==> config.mk <==
export PLATFORM = sky130hd
export DESIGN_NAME = n_bit_piso_serializer
export DESIGN_NICKNAME = d
export VERILOG_FILES = /design/src/rtl/n_bit_piso_serializer.sv
export SDC_FILE = /design/constraint.sdc
export NUM_CORES = 1
export LEC_CHECK = 0
export ABC_AREA = 1
export ABC_CLOCK_PERIOD_IN_PS = 3400
export CAP_MARGIN = 40
export CORE_ASPECT_RATIO = 1.5
export CORE_MARGIN = 2
export CORE_UTILIZATION = 35
export CTS_CLUSTER_DIAMETER = 100
export DETAILED_ROUTE_END_ITERATION = 8
export GPL_TIMING_DRIVEN = 0
export PLACE_DENSITY_LB_ADDON = 0.12
export SYNTH_ARGS = -nofsm -noshare
export SYNTH_HDL_FRONTEND = slang
export SYNTH_SLANG_ARGS = --single-unit
==> constraint.sdc <==
create_clock -name clk -period 3.4 [get_ports clk]
set_clock_uncertainty 0.1 [all_clocks]
set_input_delay 0.34 -clock clk [delete_from_list [all_inputs] [get_ports clk]]
set_output_delay 0.34 -clock clk [all_outputs]
set_load 0.05 [all_outputs]
==> src/rtl/n_bit_piso_serializer.sv <==
// Parallel-in/serial-out transmitter: accepts a WIDTH-bit word on a valid/ready
// handshake and streams it one bit per clock with first/last framing strobes.
module n_bit_piso_serializer #(
   parameter int WIDTH     = 8,
   parameter bit MSB_FIRST = 1'b1
) (
   input  logic             clk,
   input  logic             rst,
   input  logic [WIDTH-1:0] i_parallel,
   input  logic             i_valid,
   output logic             o_ready,
   output logic             o_serial,
   output logic             o_serial_valid,
   output logic             o_first,
   output logic             o_last,
   output logic             o_busy
);

   localparam int CW = $clog2(WIDTH);
   localparam logic [CW-1:0] LAST_CNT = CW'(WIDTH - 1);

   typedef enum logic {
      IDLE  = 1'b0,
      SHIFT = 1'b1
   } state_t;

   // Handshake: a word transfers at a posedge where i_valid && o_ready.
   // Upstream holds i_valid and i_parallel stable until that edge.
   state_t           r_state, w_state_nxt;
   logic [CW-1:0]    r_cnt, w_cnt_nxt;
   logic [WIDTH-1:0] r_shreg, w_shreg_nxt, w_shifted;
   logic             w_last, w_accept;

   assign w_last   = (r_state == SHIFT) && (r_cnt == LAST_CNT);
   assign o_ready  = !rst && ((r_state == IDLE) || w_last);
   assign w_accept = i_valid && o_ready;

   // The register always moves toward the end that drives o_serial.
   assign w_shifted = MSB_FIRST ? {r_shreg[WIDTH-2:0], 1'b0}
                                : {1'b0, r_shreg[WIDTH-1:1]};

   always_ff @(posedge clk) begin
      if (rst) begin
         r_state <= IDLE;
         r_cnt   <= '0;
         r_shreg <= '0;
      end else begin
         r_state <= w_state_nxt;
         r_cnt   <= w_cnt_nxt;
         r_shreg <= w_shreg_nxt;
      end
   end

   // A reload on the last bit keeps the FSM in SHIFT so frames abut with no gap.
   always_comb begin
      w_state_nxt = r_state;
      w_cnt_nxt   = r_cnt;
      w_shreg_nxt = r_shreg;
      if (w_accept) begin
         w_state_nxt = SHIFT;
         w_cnt_nxt   = '0;
         w_shreg_nxt = i_parallel;
      end else if (r_state == SHIFT) begin
         w_cnt_nxt   = r_cnt + CW'(1);
         w_shreg_nxt = w_shifted;
         if (w_last) begin
            w_state_nxt = IDLE;
         end
      end
   end

   assign o_busy         = (r_state == SHIFT);
   assign o_serial_valid = o_busy;
   assign o_serial       = o_busy && (MSB_FIRST ? r_shreg[WIDTH-1] : r_shreg[0]);
   assign o_first        = o_busy && (r_cnt == '0);
   assign o_last         = w_last;

endmodule

# Word-level counts from Yosys, hierarchy flattened
# Cells that the tools add are included.
classes:
  n_div: 0
  bitwise: 1
  add_sub_neg: 1
  multipliers: 0
  mux: 5
  eq_ne: 1
  reduce_logical: 10
  n_lt_le_gt_ge: 0
  shifts: 0
ops:
  columns: ["operator", "count"]
  rows:
  - ["8-bit two-way mux", 2]
  - ["1-bit logical AND", 5]
  - ["3-bit by 1-bit adder with 3-bit output, second input constant", 1]
  - ["3-bit equality test, second input constant", 1]
  - ["3-bit zero test", 1]
  - ["1-bit two-way mux", 3]
  - ["2-bit nonzero test", 1]
  - ["2-bit OR reduction", 1]
  - ["1-bit zero test", 1]
  - ["1-bit logical OR", 1]
  - ["1-bit NOT", 1]
word_totals:
  ram_bits: 0
  out_inout_bits: 6
  register_bits: 12
  elab_cells: 21
  latch_bits: 0
  romBits: 0
  input_bits: 11
  mem_count: 0

# Depth between registers and ports, before layout
depth:
  ltp_word: 6
  mapped_depth: 8
  ltp_nobuf: 8

# Worst setup path before layout
# No wires, ideal clock.
synth_timing:
  path_kind: "reg2out"
  startpoint: "register r_state (netlist: o_busy)"
  endpoint: "output port o_first"
  arrival_time_ns: 1.726
  required_ns: 2.960
  path_stages_with_launch: 5
  setup_slack_ns: 1.234
  cell_sequence: "dfxtp_1 buf_6 buf_2 nand2_1 nor2_1"
synth_between:
  elab_chain_cells: 1
synth_rtl:
  columns: ["item", "line_no", "rtl"]
  rows:
  - ["start, declared", "29", "state_t r_state, w_state_nxt;"]
  - ["start signal, assigned", "48", "r_state <= w_state_nxt;"]
  - ["1-bit logical AND", "75", "assign o_first = o_busy && (r_cnt == '0);"]
  - ["end, declared", "14", "output logic o_first,"]
# Every way passes these cells.

# Worst setup path in the final report
layout_timing:
  startpoint: "register r_cnt[0]"
  endpoint: "output port o_ready"
layout_between:
  elab_chain_cells: 4
layout_rtl:
  columns: ["item", "line_no", "rtl"]
  rows:
  - ["start, declared", "30", "logic [CW-1:0] r_cnt, w_cnt_nxt;"]
  - ["start signal, assigned", "49", "r_cnt <= w_cnt_nxt;"]
  - ["3-bit equality test", "34", "assign w_last = (r_state == SHIFT) && (r_cnt == LAST_CNT);"]
  - ["1-bit logical AND", "34", null]
  - ["1-bit logical OR", "35", "assign o_ready = !rst && ((r_state == IDLE) || w_last);"]
  - ["1-bit logical AND", "35", null]
  - ["end, declared", "11", "output logic o_ready,"]
# Every way passes these cells.

==> results <==
- The post-synthesis sequential element count is 12.
- The cell area that synthesis handed to floorplanning was 791 um^2.
- The largest individual stage delay along the critical path comes from the cell clkdlybuf4s50_1.
- The count of H-tree levels built during CTS is 1.
- The max capacitance violation total is 0.
- After synthesis, the largest family of logic cells by area is simple AND/OR/NAND/NOR gates.
- Sorting the synthesized cells by area gives the leading types as dfxtp_1 30%, nand2_1 13%, nand3_2 10%, a21oi_2 10%, inv_1 5.7%.
- The clock tree root buffer cell is clkbuf_4.
- The synthesized netlist net count is 112.
- The startpoint class of the critical path is a flop.
- The final weighted congestion in routability-driven placement is 0.711.
- The total die area is 2660 um^2.
- In this run the mean area of a mapped cell was 8.07 um^2.
- The antenna diode instance count is 0.
- The wire-length estimate of the detail-placed layout is 1140 um.
- Global routing consumed, over all layers together, 13.3% of the routing resources.
- The area fraction in compound gates after synthesis is ~12%.
- After synthesis, the share of cell area in mux cells is 0%.
- After clock tree synthesis, the setup repair step added 0 buffers.
- The clock net sink count is 12.
- The number of antenna violations at the first check in global routing is 0.
- Setup repair after global routing left no endpoint under its margin.
- Entering global routing, the biggest net connects 11 pins.
- The starting DRC count in detailed routing is 13.
- Summing the areas of all and, or, nand and nor instances in the mapped netlist gives 35.4% of the synthesized area.
- The transition time of the tightest slew-check pin is 0.495 ns.
- The via count of the first global-routing pass is around 630.
- Measured along the x axis, the die boundary spans 42.8 um.
- The total internal power is 233 uW.
- The power density over cell area is 343 nW/um^2.
- Setup violations remaining at the end of the flow were counted as 0.
- The via density per instance is approximately 4.7.
- The proportion of total power due to net switching is 31.5%.
- The fmax is 397 MHz.
- For this configuration, the core starts out at a cell density of 36.3%.
- The run finished with clean final reports.
- IR analysis of the VDD net gives a maximum drop of 0.188 mV.
- The count of input and output buffers is 15.
- After detailed routing, the number of remaining DRC violations is 0.
- Traced cell by cell, the critical path runs through ha_1 -> ha_1 -> inv_1 -> a21oi_1 -> clkdlybuf4s50_1.
- The aggregate negative setup slack is 0 ns.
- The buffering stage count on the worst path with inverters included is 2.
- TritonCTS built the clock tree.
- The insertion delay to the later sink of the worst-skew pair is approximately 0.27 ns.
- The number of clock buffers inserted by TritonCTS is 3.
- The proportion of layout cells with a drive suffix above 1 is approximately a quarter.
- For this run, the number of Yosys warnings is 0.
- In this run the power spent charging and discharging nets is 107 uW.
- After clock tree synthesis, the clock-pin slew on the worst setup and hold paths is approximately 0.07 ns.
- For the worst setup path, the data required time is 2.96 ns.
- The total chip power is 341 uW.
- The headroom to the max-slew limit is 66.9%.
- The number of slew-limit violations in the final report is 0.
- The routed design has between 1500 and 2000 um of wire.
- The clock power share is 26.2%.
- The number of cells produced by synthesis is 98.
- The class of the most critical setup path is flop to primary output.
- After Yosys synthesis, full adders, half adders and majority gates account for 4.75% of the synthesized area.
- Along the worst path, the maximum fanout reaches 3.
- The library cell with the largest summed area after synthesis is dfxtp_1.
- 17 I/O pins were placed.
- The path class of the tightest hold or removal check is primary input to flop.
- The critical path's largest stage delay is 0.84 ns.
- The wire length per cell after detailed routing is 11.1 um.
- In this run, the combinational gates consume 28.2% of the power.
- Summed over all cells, the static leakage comes to 0.433 nW.
- The final count of hold timing violations is 0.
- The number of buffers on the longest clock path is 2.
- Global routing finished with a remaining overflow of 0.
- The number of gates resized after CTS was 0.
- The type of element capturing the critical path is a primary output.
- Sequential elements use 30.4% of the synthesized area.
- The number of distinct library cells after synthesis is 18.
- The floorplan has 21 rows.
- The floorplan step defined a core boundary enclosing 2180 um^2.
- The first detailed-routing pass ran for 3 iterations.
- Measured along the y axis, the die boundary spans 62.2 um.
- Final hold analysis gives a worst-case slack of around 0.33 ns.
- The first global-routing pass estimated 2730 um of wire.
- The kind of cell with the highest combined delay along the critical path is buffers and inverters.
- Among the stages of the critical path, the cell type that occurs most often is ha_1.
- The final route contains 658 vias.
- The post-synthesis to final-layout area growth is 25.5%.
- The relative contribution of sequential cells to total power is between 40% and 50%.
- The number of hold buffers added after CTS was 0.
- The remaining number of nets flagged by the antenna check after routing is 0.
- STA puts the critical path data arrival time at 2.08 ns.
- The area share of xor/xnor cells in the synthesized design is 0%.
- In the final design database the tool counted 132 nets.
- Dividing the final minimum period by the clock period gives roughly 74%.
- The area share of the largest cell type after synthesis is between 30% and 40%.
- The shortest period the worst path allows is 2.52 ns.
==> power groups by stage <==
| stage | Combinational, mW | Clock [mW] | Sequential (mW) |
|---|---|---|---|
| 2_1_floorplan | 0.0668 | 0 | 0.161 |
| 3_5_place_dp | 0.0973 | 0 | 0.159 |
| 5_1_grt | 0.105 | 0.0992 | 0.156 |
| 3_3_place_gp | 0.0966 | 0 | 0.158 |
| 6_report | 0.0960 | 0.0894 | 0.155 |
| 4_1_cts | 0.0975 | 0.0895 | 0.155 |
==> through the flow <==
stage	cells	util [%]	setup WS, ns	area, um^2
5_1_grt	139	45.5	0.713	992
2_1_floorplan	98	-	1.23	791
6_report	139	45.5	0.878	992
3_3_place_gp	136	44.5	0.960	970
4_1_cts	139	45.5	0.869	992
3_5_place_dp	136	44.5	0.930	970
==> worst paths after layout <==
kind	from	endpoint	slack (ns)	cells after the start
setup / recovery	r_cnt[0]	o_ready	0.88	5
hold / removal	i_valid	r_shreg[0]	0.33	3
setup reg to reg	r_cnt[0]	r_shreg[3]	1.80	8
hold reg to reg	r_shreg[7]	r_shreg[7]	0.38	2
==> synth_stat cells <==
master,number
nand2_4,1
buf_2,3
nand4_1,7
buf_4,1
inv_1,12
nand2_2,1
nand3_4,1
bufinv_8,2
nor2_1,3
nand2_1,28
ha_1,3
a21oi_1,4
dfxtp_1,12
nand3_1,1
buf_6,1
a21oi_2,9
buf_12,1
nand3_2,8
==> layer usage <==
layer / GRT usage [%] / vias up / wire (um)
li1: - / 355 / -
met1: 16.6 / 281 / 702
met2: 20.8 / 17 / 746
met3: 2.62 / 5 / 61
met4: 7.03 / 0 / 38
met5: 0 / - / 0
==> cells by family after synthesis <==
kind of cell             count (synthesis)
flip-flops                              12
AO/OA/AOI/OAI                           13
adder cells (fa/ha/maj)                  3
buffers and inverters                   20
AND/OR/NAND/NOR                         50
==> cell type report <==
class,count,area (um^2)
Tap cell,23,28.8
Multi-Input combinational cell,66,417
Clock buffer,3,22.5
Timing Repair Buffer,15,150
Buffer,6,53.8
Sequential cell,12,240
Fill cell,231,1190
Inverter,14,80.1
==> state kept, by name (all words and copies together) (netlist names) <==
signal / cells
r_shreg: 8
o_busy: 1
r_cnt: 3
==> worst min-delay path: stages <==
cell and delay [ns]:
buf_2 0.17, nand3_1 0.10, a21oi_1 0.06
==> layout by cell type (no fill, tap or decap) <==
cell | synthesis | layout
buf_2 | 3 | 3
clkdlybuf4s50_1 | 0 | 15
bufinv_8 | 2 | 2
nand4_1 | 7 | 7
buf_6 | 1 | 1
ha_1 | 3 | 3
clkbuf_4 | 0 | 3
inv_1 | 12 | 12
nand2_2 | 1 | 1
buf_4 | 1 | 1
dfxtp_1 | 12 | 12
nand2_1 | 28 | 28
nor2_1 | 3 | 3
nand3_1 | 1 | 1
a21oi_1 | 4 | 4
nand2_4 | 1 | 1
nand3_2 | 8 | 8
buf_12 | 1 | 1
nand3_4 | 1 | 1
a21oi_2 | 9 | 9
Power figures use the tool's default switching activity.
